[src/rtl/systolic_feeder.sv]
// Operand feeder for an NxN systolic MAC array: buffers A and B, streams skewed x/y wavefronts.
// Optional sticky err output enabled by defining FEEDER_ERR_EN.
module systolic_feeder #(
  parameter int unsigned D_W   = 8,
  parameter int unsigned N     = 2,
  parameter int unsigned FLUSH = 2
) (
  input  logic                       clk,
  input  logic                       rst,
  input  logic                       wr_en,
  input  logic                       wr_sel,
  input  logic [$clog2(N)-1:0]       wr_row,
  input  logic [N*D_W-1:0]           wr_data,
  input  logic                       start,
  output logic                       busy,
  output logic                       done,
  output logic [N-1:0][D_W-1:0]      x,
  output logic [N-1:0][D_W-1:0]      y,
  output logic                       init
`ifdef FEEDER_ERR_EN
  ,
  output logic                       err
`endif
);

  localparam logic [1:0] StIdle  = 2'd0;
  localparam logic [1:0] StFeed  = 2'd1;
  localparam logic [1:0] StFlush = 2'd2;
  localparam logic [1:0] StDone  = 2'd3;

  localparam int unsigned CW        = $clog2(2 * N + FLUSH + 1);
  localparam int unsigned FeedLast  = 2 * N - 2;
  localparam int unsigned FlushLen  = N - 1 + FLUSH;

  logic [1:0]                         state_q, state_d;
  logic [CW-1:0]                      cnt_q, cnt_d;
  logic [N-1:0][N-1:0][D_W-1:0]       a_q, b_q;
  logic [N-1:0][D_W-1:0]              x_d, y_d;
  logic                               busy_d, done_d, init_d;
  logic                               wr_ok, start_ok;

  assign start_ok = (state_q == StIdle) && start && !wr_en;
  assign wr_ok    = (state_q == StIdle) && wr_en && (32'(wr_row) < N);

  always_comb begin
    state_d = state_q;
    cnt_d   = cnt_q;
    case (state_q)
      StIdle: begin
        if (start_ok) begin
          state_d = StFeed;
          cnt_d   = '0;
        end
      end
      StFeed: begin
        if (32'(cnt_q) == FeedLast) begin
          state_d = (FlushLen == 0) ? StDone : StFlush;
          cnt_d   = '0;
        end else begin
          cnt_d = cnt_q + CW'(1);
        end
      end
      StFlush: begin
        if (32'(cnt_q) + 1 >= FlushLen) begin
          state_d = StDone;
          cnt_d   = '0;
        end else begin
          cnt_d = cnt_q + CW'(1);
        end
      end
      StDone: begin
        state_d = StIdle;
        cnt_d   = '0;
      end
      default: begin
        state_d = StIdle;
        cnt_d   = '0;
      end
    endcase
  end

  // Outputs are derived from the next state so they load on the edge entering each step.
  always_comb begin
    busy_d = (state_d == StFeed) || (state_d == StFlush);
    done_d = (state_d == StDone);
    init_d = (state_d == StFeed) && (cnt_d == '0);
    x_d    = '0;
    y_d    = '0;
    if (state_d == StFeed) begin
      for (int unsigned i = 0; i < N; i++) begin
        for (int unsigned k = 0; k < N; k++) begin
          if (32'(cnt_d) == i + k) begin
            x_d[i] = a_q[i][k];
            y_d[i] = b_q[k][i];
          end
        end
      end
    end
  end

  always_ff @(posedge clk or negedge rst) begin
    if (!rst) begin
      state_q <= StIdle;
      cnt_q   <= '0;
      a_q     <= '0;
      b_q     <= '0;
      busy    <= 1'b0;
      done    <= 1'b0;
      init    <= 1'b0;
      x       <= '0;
      y       <= '0;
    end else begin
      state_q <= state_d;
      cnt_q   <= cnt_d;
      busy    <= busy_d;
      done    <= done_d;
      init    <= init_d;
      x       <= x_d;
      y       <= y_d;
      if (wr_ok) begin
        if (wr_sel) b_q[wr_row] <= wr_data;
        else        a_q[wr_row] <= wr_data;
      end
    end
  end

`ifdef FEEDER_ERR_EN
  logic err_ev;

  assign err_ev = (((state_q == StFeed) || (state_q == StFlush)) && (wr_en || start)) ||
                  ((state_q == StIdle) && start && wr_en) ||
                  (wr_en && (32'(wr_row) >= N));

  always_ff @(posedge clk or negedge rst) begin
    if (!rst) begin
      err <= 1'b0;
    end else if (start_ok) begin
      err <= 1'b0;
    end else if (err_ev) begin
      err <= 1'b1;
    end
  end
`endif

endmodule

[config.mk]
export PLATFORM = sky130hd
export DESIGN_NAME = systolic_feeder
export DESIGN_NICKNAME = d
export VERILOG_FILES = /design/src/rtl/systolic_feeder.sv
export SDC_FILE = /design/constraint.sdc
export NUM_CORES = 1
export LEC_CHECK = 0
export ABC_AREA = 1
export BUFFER_PORTS_ARGS = -buffer_cell sky130_fd_sc_hd__buf_2
export CORE_UTILIZATION = 53
export CTS_BUF_LIST = sky130_fd_sc_hd__clkbuf_4 sky130_fd_sc_hd__clkbuf_8
export DETAILED_ROUTE_END_ITERATION = 16
export PLACE_DENSITY = 0.75
export RECOVER_POWER = 25
export SLEW_MARGIN = 20
export SYNTH_ARGS = -nofsm -noshare
export SYNTH_HDL_FRONTEND = slang
export SYNTH_SLANG_ARGS = --single-unit
[constraint.sdc]
create_clock -name clk -period 2.1 [get_ports clk]
set_input_delay 0.42 -clock clk [delete_from_list [all_inputs] [get_ports clk]]
set_output_delay 0.42 -clock clk [all_outputs]
set_load 0.02 [all_outputs]
### Word-level counts from Yosys, hierarchy flattened

Cells that the tools add are included.

* RAM bits: 0
* register bits after elaboration: 104
* latch bits: 0
* memories kept: 0
* output and inout bits: 35
* bits in read-only memories: 0

* bitwise operators: 1
* reductions and logical operators: 11
* $add $sub $neg: 2
* div/mod/pow operators: 0
* multipliers: 0
* shift operators: 0
* muxes and demuxes: 22
* magnitude comparators: 3
* equal/unequal tests: 9

Operators with widths (number)
* $bwmux W32: 2
* $mux W8: 8
* $mux W16: 3
* $demux W16 S1: 1
* $pmux W3 S4: 1
* $mux W3: 3
* $eq A2 B2 Y1 const B: 4
* $pmux W2 S4: 1
* $eq A3 B2 Y1 const B: 2
* $mux W2: 3
* $logic_and A1 B1 Y1: 5
* $add A3 B1 Y4 const B: 1
* $eq A2 B1 Y1 const B: 2
* $ge A4 B2 Y1 const B: 1
* $reduce_and A2 Y1: 2
* $add A3 B1 Y3 const B: 1
* $eq A3 B1 Y1 const B: 1
* $logic_not A3 Y1: 1
* $logic_not A2 Y1: 1
* $lt A1 B2 Y1 const B: 1
* $ge A1 B1 Y1 const B: 1
* $logic_not A1 Y1: 1
* $logic_or A1 B1 Y1: 1
* $not A1 Y1: 1

### Logic depth before layout (Yosys ltp)

Gate-level depths: netlist of the first run.

* depth after elaboration: 9
* mapped depth: 10
* depth with buffers taken out: 9

### Worst setup path before layout of the first run

Ideal clock, no wire load.

* kind: reg2reg
* start point: reg cnt_q[0]
* end point: reg x[10] (netlist bit)
* cell stages (with the launch flop): 10
* buffers on the path: 1
* setup slack: 0.167 ns
* data required time: 1.962 ns
* period minus slack after synthesis: 1.933 ns
* data arrival time: 1.795 ns
* path through: dfrtp_1 -> inv_1 -> ha_1 -> nand2_1 -> nand2_2 -> o311ai_0 -> ha_1 -> inv_1 -> clkbuf_1 -> a21oi_1

RTL lines
* start, declared: RTL line 36 `logic [CW-1:0] cnt_q, cnt_d;`
* start signal, assigned: RTL line 114 `cnt_q <= cnt_d;`
* end signal, assigned: RTL line 110 `x <= '0;`
* end signal, assigned: RTL line 118 `x <= x_d;`
* end, declared: RTL line 17 `output logic [N-1:0][D_W-1:0] x,`

==> results_dict.tcl, run 1 <==
set metrics [dict create \
    crit_top_cell "ha_1" \
    synth-xor-area-share_pct 0 \
    insertion_delay_ps 350 \
    muxShareOfSynthArea_pct 17.1 \
    grt_max_degree 38 \
    cts_made_buffers 9 \
    cts_sinks 104 \
    vias_per_cell 5.42 \
    clk_pin_slew_ps 90 \
    fin_ws_ps 185 \
    cp-start-kind "flip-flop" \
    seq_area_frac_synth_pct 61.6 \
    diodes 0 \
    postCtsHoldBufs 0 \
    setup-tns-final_ps 0 \
    critPathLaunch "cnt_q[0]" \
    wirelength_um 8280 \
    syn_inst 337 \
    gp_congestion 0.856 \
    crit_required_ps 2370 \
    setup_viol 0 \
    drtIter0Drc 216 \
    worstSetupPathType "flip-flop to flip-flop" \
    post_cts_buffers 0 \
    r2r_cells 8 \
    critPathTopFamily "adder cells" \
    vdd_ir_drop_max_mv 0.692 \
    sw_frac_of_total_pct 36.7 \
    grt_pass1_vias 2769 \
    grt_pass1_wl_um 13900 \
    final_max_slew_viol_count 0 \
    synthAdderAreaFrac_pct 1.18 \
    status "finished, final reports clean" \
    root_buffer "clkbuf_8" \
    cts_max_path_buffers 2 \
    finalClockSkew_ps 8.46 \
    r2r-end "y[1]" \
    seqPwrFrac_pct 45.1 \
    via_count 2746 \
    syn2layout_area_growth_pct 14.3 \
    critical_path.max_fanout 17 \
    yosys_warnings 0 \
    fin_crit_sh_pct 91.2 \
    synthSimpleGateAreaFrac_pct 12.1 \
    synth.avg_cell_area_sq_um 12.5 \
    cellPowerDensity_mw_per_mm2 1460 \
    antenna_found_initial 0 \
    num_rows 32 \
    grt_overflow_total 0 \
    leakagePower_nw 2.31 \
    die-width_um 91.3 \
    dpl_cell_area_sq_mm 0.00465 \
    first_pass_iters 5 \
    max_cap_viol_count 0 \
    fillers 630 \
    core_sq_mm 0.00773 \
    synth-seq-cells 104 \
    post-route-min-period_ps 1920 \
    ys_types 22 \
    post_cts_resized 0 \
    ios 57 \
    end_kind "flip-flop" \
    cp.arrival_ps 2180 \
    synth_compound_area_share_pct 4.59 \
    postLayoutCoreUtil_pct 62.5 \
    die_area_sq_mm 0.00834 \
    antenna_left 0 \
    synth_top_family_by_area "multiplexers" \
    final_common_cell "dfrtp_1" \
    synthTopCellsByArea "dfrtp_1, mux2_2, nand3_1, a21oi_1, nand2_1" \
    netlist.area_leader.share_pct 61.6 \
    initial_core_util_pct 54.7 \
    drc 0 \
    combPwrFrac_pct 38.0 \
    max_stage_delay_ps 400 \
    crit_slowest_cell "dfrtp_1" \
    cts_tree "built" \
    yosysTopAreaCell "dfrtp_1" \
    die_y_um 91.3 \
    intPower_mw 4.48 \
    hold_viol 0 \
    cp_cell_sequence "inv_1, ha_1, nand2_1, nand2_2, o311ai_0, ha_1, nand3_4, a21oi_1" \
    r2r-start "cnt_q[0]" \
    worst_pin_slew_ps 899 \
    power.switching_mw 2.60 \
    numPortBuffers 56 \
    htree_levels 3 \
    dp_slack_ps 66.3 \
    clkPwrFrac_pct 16.8 \
    fmax_mhz 522 \
    drive_above_1_share_pct 40.5 \
    layout_common_cells "dfrtp_1, mux2_2, buf_2, nand2_1, nand3_1" \
    nets 428 \
    rrSetupSlack_ps 180 \
    crit_buf_inv 1 \
    synth_area_sq_mm 0.00423 \
    wl_per_cell_um 16.3 \
    min_path_type "primary input to async pin" \
    dp_hpwl_um 5550 \
    grt_usage_pct 22.1 \
    final_area_sq_mm 0.00483 \
    relSlewSlack_pct 40.1 \
    syn-num-nets 363 \
]
kinds of logic (layout without fill, tap and decap cells):
family	after synthesis	count (layout)
compound gates	35	35
fa+ha+maj	4	4
flops	104	104
buf+inv	27	95
mux	64	64
simple gates	103	103
worst register-to-register path, delay by kind of cell (launching register included):
kind	cells	cell delay, ps
DFF	1	400
buffers and inverters	1	110
AOI/OAI and AO/OA	2	370
adders and majority gates	2	520
and+or+nand+nor	3	440
area by class of cell:
| type | count | area (sq um) | area share, % |
|---|---|---|---|
| well taps | 102 | 128 | 2.64 |
| clock inverters | 3 | 45.0 | 0.932 |
| multi-input cells | 206 | 1490 | 30.7 |
| repair buffers | 67 | 380 | 7.87 |
| flip-flops and latches | 104 | 2600 | 53.9 |
| clock buffers | 11 | 139 | 2.87 |
| inverters | 14 | 52.6 | 1.09 |
state kept, by name (all words and copies together) (netlist names):
signal	cells
init	1
x	16
b_q	32
a_q	32
state_q	2
busy	1
cnt_q	3
done	1
y	16
metrics by stage:
stage	cells	hold slack, ps	total power, mW
2_1_floorplan	337	124	5.18
3_5_place_dp	493	407	5.94
5_1_grt	507	247	7.59
4_1_cts	507	15.9	7.12
6_report	507	172	7.08
3_3_place_gp	493	414	5.81
synthesized netlist by cell type:
library cell	count
a21oi_1	32
dfrtp_1	104
mux2_2	64
o311ai_0	1
inv_2	1
nand2_4	1
nor2_1	4
buf_4	2
nand3_1	41
nand2_2	2
clkbuf_1	1
nor2_4	3
nand2_1	41
buf_2	6
nand3_2	3
ha_1	4
nand3b_1	1
nor2_2	7
inv_1	13
a21oi_4	1
a21oi_2	1
buf_6	4
power groups by stage:
stage          Sequential [mW]  Clock, mW  Combinational (mW)
2_1_floorplan             3.28          0                1.89
3_3_place_gp              3.20          0                2.61
4_1_cts                   3.20       1.22                2.70
3_5_place_dp              3.24          0                2.70
5_1_grt                   3.29       1.30                3.00
6_report                  3.19       1.19                2.69
worst max-delay path by stage:
stage / end / cells after the start
floorplan: x[10] / 9
finish: y[1] / 8
global placement: x[2] / 8
CTS: y[1] / 8
detailed placement: y[1] / 8
global route: x[6] / 8
routing by layer:
metal | wire (um) | part of all wire (%) | global-route usage, % | vias to the layer above
met3 | 339 | 4.1 | 3.94 | 10
met2 | 4070 | 49 | 35.4 | 67
met4 | 114 | 1.4 | 7.94 | 0
met5 | 0 | 0 | 0 | -
li1 | - | - | - | 1277
met1 | 3750 | 45 | 30.4 | 1392
No activity file was read; power rests on OpenSTA's default activity.
==> run 2, diff against run 1 <==
- PLACE_DENSITY: 0.75 -> unset
- PLACE_DENSITY_LB_ADDON: unset -> 0.3
==> results_dict.tcl, run 2 (synthesized netlist as in run 1, its figures left out) <==
set metrics [dict create \
    status "finished, final reports clean" \
    antenna_left 0 \
    dp_hpwl_um 5620 \
    wirelength_um 8320 \
    dpl_cell_area_sq_mm 0.00466 \
    leakagePower_nw 2.36 \
    insertion_delay_ps 360 \
    vdd_ir_drop_max_mv 0.822 \
    seqCellArea_sq_mm 0.00260 \
    fmax_mhz 520 \
    drtIter0Drc 164 \
    cp-start-kind "flip-flop" \
    grt_usage_pct 22.2 \
    power.total_mw 7.21 \
    final_area_sq_mm 0.00491 \
    combPwrFrac_pct 38.0 \
    gp_congestion 0.800 \
    hold_viol 0 \
    cp.arrival_ps 2190 \
    drc 0 \
    cp_cell_sequence "inv_1, ha_1, nand2_1, nand2_2, nand2_1, a21oi_4, buf_12, nand3_1, a21oi_1" \
    cts_tree "built" \
    diodes 0 \
    postLayoutCoreUtil_pct 63.5 \
    via_count 2764 \
    core_sq_mm 0.00773 \
    crit_slowest_cell "dfrtp_1" \
    vias_per_cell 5.37 \
    end_kind "flip-flop" \
    die-width_um 91.3 \
    die_y_um 91.3 \
    dp_slack_ps 74.5 \
    seqPwrFrac_pct 44.2 \
    top_regs "a_q: 32 flops, b_q: 32 flops" \
    fin_ws_ps 177 \
    ios 57 \
    crit_required_ps 2370 \
    max_stage_delay_ps 420 \
    multi_input_area_sq_mm 0.00149 \
    min_path_type "primary input to flip-flop" \
    initial_core_util_pct 54.7 \
    worstSetupPathType "flip-flop to flip-flop" \
    final_common_cell "dfrtp_1" \
    fillers 601 \
    critPathTopFamily "compound AO/OA/AOI/OAI gates" \
    grt_pass1_wl_um 14200 \
    die_area_sq_mm 0.00834 \
    post-route-min-period_ps 1920 \
    relSlewSlack_pct 56.9 \
    placedCellCount 496 \
    cts_made_buffers 9 \
    crit_buf_inv 2 \
    grt_pass1_vias 2883 \
    grt_max_degree 45 \
    crit_top_cell "nand2_1" \
    grt_overflow_total 0 \
    layout_common_cells "dfrtp_1, mux2_2, buf_2, nand2_1, nand3_1" \
    fin_cells 515 \
    critical_path.max_fanout 28 \
    antenna_found_initial 0 \
    power.switching_mw 2.65 \
    numPortBuffers 56 \
    cts_sinks 104 \
    clk_pin_slew_ps 90 \
    nets 434 \
    wl_per_cell_um 16.1 \
    final_max_slew_viol_count 0 \
    root_buffer "clkbuf_8" \
    first_pass_iters 4 \
    htree_levels 3 \
    clkPwrFrac_pct 17.8 \
    worst_pin_slew_ps 646 \
    drive_above_1_share_pct 41.6 \
    rrSetupSlack_ps 180 \
    syn2layout_area_growth_pct 16.1 \
    sw_frac_of_total_pct 36.7 \
    fin_crit_sh_pct 91.6 \
    cts_max_path_buffers 2 \
    intPower_mw 4.56 \
    cellPowerDensity_mw_per_mm2 1470 \
    setup_viol 0 \
    max_cap_viol_count 0 \
    num_rows 32 \
    finalClockSkew_ps 15.5 \
]
## run 2: timing repair
item	CTS	global route
resized for setup	0	6
buffers inserted	0	2
endpoints found under the setup margin	0	32
hold buffers	1	0
hold endpoints to repair	24	0
## run 2: per-layer routing
metal	up-vias	global-route usage [%]	routed length, um
met5	-	0	0
met4	0	9.13	155
li1	1297	-	-
met2	61	36.4	4130
met3	16	3.02	322
met1	1390	30.1	3700
## run 2: worst register-to-register path, delay by kind of cell, from the launching register on
kind	cells	cell delay [ps]
buffers and inverters	2	350
AO/OA/AOI/OAI	2	460
AND/OR/NAND/NOR	4	440
adder cells (fa/ha/maj)	1	160
flip-flops	1	420
## run 2: final timing paths
check	from	to	depth (start not counted)
setup / recovery	cnt_q[0]	x[14]	9
hold / removal	wr_data[12]	b_q[28]	2
setup reg to reg	cnt_q[0]	x[14]	9
hold reg to reg	b_q[30]	b_q[30]	1
max in group asynchronous	rst	a_q[21]	3
min in group asynchronous	rst	b_q[11]	2
## run 2: cell type report
type | instances | area share, %
repair buffers | 73 | 8.65
clock inverters | 5 | 1.22
clock buffers | 11 | 3.09
multi-input cells | 206 | 30.3
inverters | 14 | 1.07
well taps | 102 | 2.60
flip-flops and latches | 104 | 53.0
## run 2: power by group through the flow
stage | Combinational (mW) | Sequential [mW] | Clock, mW
2_1_floorplan | 1.89 | 3.28 | 0
3_5_place_dp | 2.70 | 3.22 | 0
5_1_grt | 3.06 | 3.28 | 1.39
4_1_cts | 2.71 | 3.19 | 1.31
6_report | 2.74 | 3.18 | 1.28
3_3_place_gp | 2.61 | 3.19 | 0
## run 2: through the flow
step / TNS (ps) / hold WS [ps]
after floorplan: 0 / 124
after global placement: 0 / 358
after detailed placement: 0 / 360
after CTS: 0 / 328
after global routing: -12.5 / 334
final: 0 / 337
==> run 3, diff against run 2 <==
- ABC_AREA: 1 -> unset
- ABC_CLOCK_PERIOD_IN_PS: unset -> 2100
==> results_dict.tcl, run 3 <==
set metrics [dict create \
    synth_commonest_cells "dfrtp_1, mux2_2, nand2_1" \
    seqCellArea_sq_mm 0.00260 \
    nets 398 \
    timing.hold.ws_ps 251 \
    async_reset_ff_share_pct 100 \
    final_max_slew_viol_count 0 \
    grt_pass1_vias 2715 \
    syn-num-nets 330 \
    seq_area_frac_synth_pct 62.4 \
    first_pass_iters 4 \
    drc 0 \
    placedCellCount 459 \
    worstSetupPathType "flip-flop to flip-flop" \
    netlist.area_leader.share_pct 62.4 \
    leakagePower_nw 2.30 \
    dpl_cell_area_sq_mm 0.00461 \
    htree_levels 3 \
    r2r-start "cnt_q[0]" \
    r2r-end "x[0]" \
    grt_overflow_total 0 \
    fmax_mhz 511 \
    critical_path.max_fanout 17 \
    rrSetupSlack_ps 140 \
    ys_types 37 \
    ios 57 \
    worst_pin_slew_ps 1080 \
    dp_hpwl_um 5300 \
    multi_input_area_sq_mm 0.00147 \
    layout_common_cells "dfrtp_1, mux2_2, buf_2, nand2_1, nor2_1" \
    yosysMostFrequentCell "dfrtp_1" \
    synth_top_flop_cell "dfrtp_1" \
    cts_max_path_buffers 2 \
    final_common_cell "dfrtp_1" \
    gp_congestion 0.821 \
    fin_crit_sh_pct 93.2 \
    wl_per_cell_um 16.6 \
    synthTopCellsByArea "dfrtp_1, mux2_2, nand2_1, a22oi_1, a21oi_1" \
    hold_viol 0 \
    yosys_warnings 0 \
    relSlewSlack_pct 27.9 \
    status "finished, final reports clean" \
    grt_pass1_wl_um 13500 \
    vdd_ir_drop_max_mv 0.834 \
    die_area_sq_mm 0.00823 \
    synth-seq-cells 104 \
    cp-start-kind "flip-flop" \
    min_path_type "primary input to async pin" \
    crit_required_ps 2380 \
    die_y_um 90.7 \
    numPortBuffers 56 \
    drive_above_1_share_pct 42.3 \
    r2r_cells 9 \
    rsz0062_at_grt "false" \
    die-width_um 90.7 \
    cp.arrival_ps 2230 \
    fillers 580 \
    synth_edf_count 0 \
    top_regs "a_q: 32 flops, b_q: 32 flops" \
    diodes 0 \
    dp_slack_ps 57.9 \
    grt_max_degree 46 \
    insertion_delay_ps 360 \
    clk_pin_slew_ps 90 \
    initial_core_util_pct 56.0 \
    drtIter0Drc 75 \
    yosysTopAreaCell "dfrtp_1" \
    finalClockSkew_ps 9.14 \
    synth.avg_cell_area_sq_um 13.7 \
    antenna_found_initial 0 \
    fin_ws_ps 144 \
    num_rows 31 \
    post-route-min-period_ps 1960 \
    fin_cells 475 \
    core_sq_mm 0.00745 \
    synth_area_sq_mm 0.00417 \
    setup-tns-final_ps 0 \
    cts_sinks 104 \
    end_kind "flip-flop" \
    wirelength_um 7890 \
    vias_per_cell 5.37 \
    final_area_sq_mm 0.00478 \
    via_count 2551 \
    syn_inst 304 \
    max_cap_viol_count 0 \
    root_buffer "clkbuf_8" \
    postCtsHoldBufs 0 \
    cellPowerDensity_mw_per_mm2 1590 \
    setup_viol 0 \
    cts_tree "built" \
    cts_made_buffers 9 \
    syn2layout_area_growth_pct 14.5 \
    grt_usage_pct 21.3 \
    antenna_left 0 \
]
[run 3: worst max-delay path, stage by stage (launching register included)]
cell       delay [ps]
dfrtp_1           390
inv_1             120
ha_1              240
and2b_1           170
nand2_1            60
and3_1            210
ha_1              210
o2111ai_2         130
buf_6             200
a21oi_1           160
[run 3: per-stage QoR]
step                total power [mW]  util, %
floorplan                       5.61        -
global placement                6.33     61.9
detailed placement              6.48     61.9
CTS                             7.58     64.3
global route                    8.14     64.2
finish                          7.60     64.2
[run 3: layout make-up]
| type | instances | share of cell area [%] |
|---|---|---|
| sequential | 104 | 54.5 |
| multi-input combinational | 185 | 30.7 |
| timing repair buffer | 67 | 8.09 |
| clock buffer | 10 | 2.88 |
| tap | 99 | 2.59 |
| clock inverter | 5 | 0.864 |
| inverter | 5 | 0.393 |
[run 3: worst max path at each step]
| stage | from | to | depth (start not counted) |
|---|---|---|---|
| global route | cnt_q[0] | y[5] | 8 |
| CTS | state_q[0] | y[10] | 5 |
| detailed placement | state_q[0] | x[14] | 5 |
| finish | cnt_q[0] | x[0] | 9 |
| floorplan | cnt_q[0] | x[10] | 9 |
| global placement | wr_en | x[0] | 8 |
[run 3: what timing repair did]
| item | in CTS | in global routing |
|---|---|---|
| endpoints found under the setup margin | 0 | 18 |
| gates resized for setup | 0 | 1 |
| buffers inserted | 0 | 1 |
[run 3: cell families after synthesis]
logic type	Yosys count	share of synthesized area, %
compound gates	41	7.53
fa+ha+maj	4	1.20
buf+inv	15	2.43
flops	104	62.4
mux	65	17.5
simple gates	75	8.97
[run 3: layer usage]
layer | global-route usage (%) | up-vias | wire (um)
li1 | - | 1195 | -
met1 | 29.2 | 1299 | 3680
met2 | 34.2 | 51 | 3870
met3 | 5.72 | 6 | 276
met4 | 4.84 | 0 | 68
met5 | 0 | - | 0
[run 3: power breakdown]
group          switching [mW]  internal (mW)  leakage [nW]
Combinational            1.83           1.42         0.904
Clock                   0.654          0.465        0.0850
Sequential              0.414           2.83          1.31
Total                    2.90           4.71          2.30
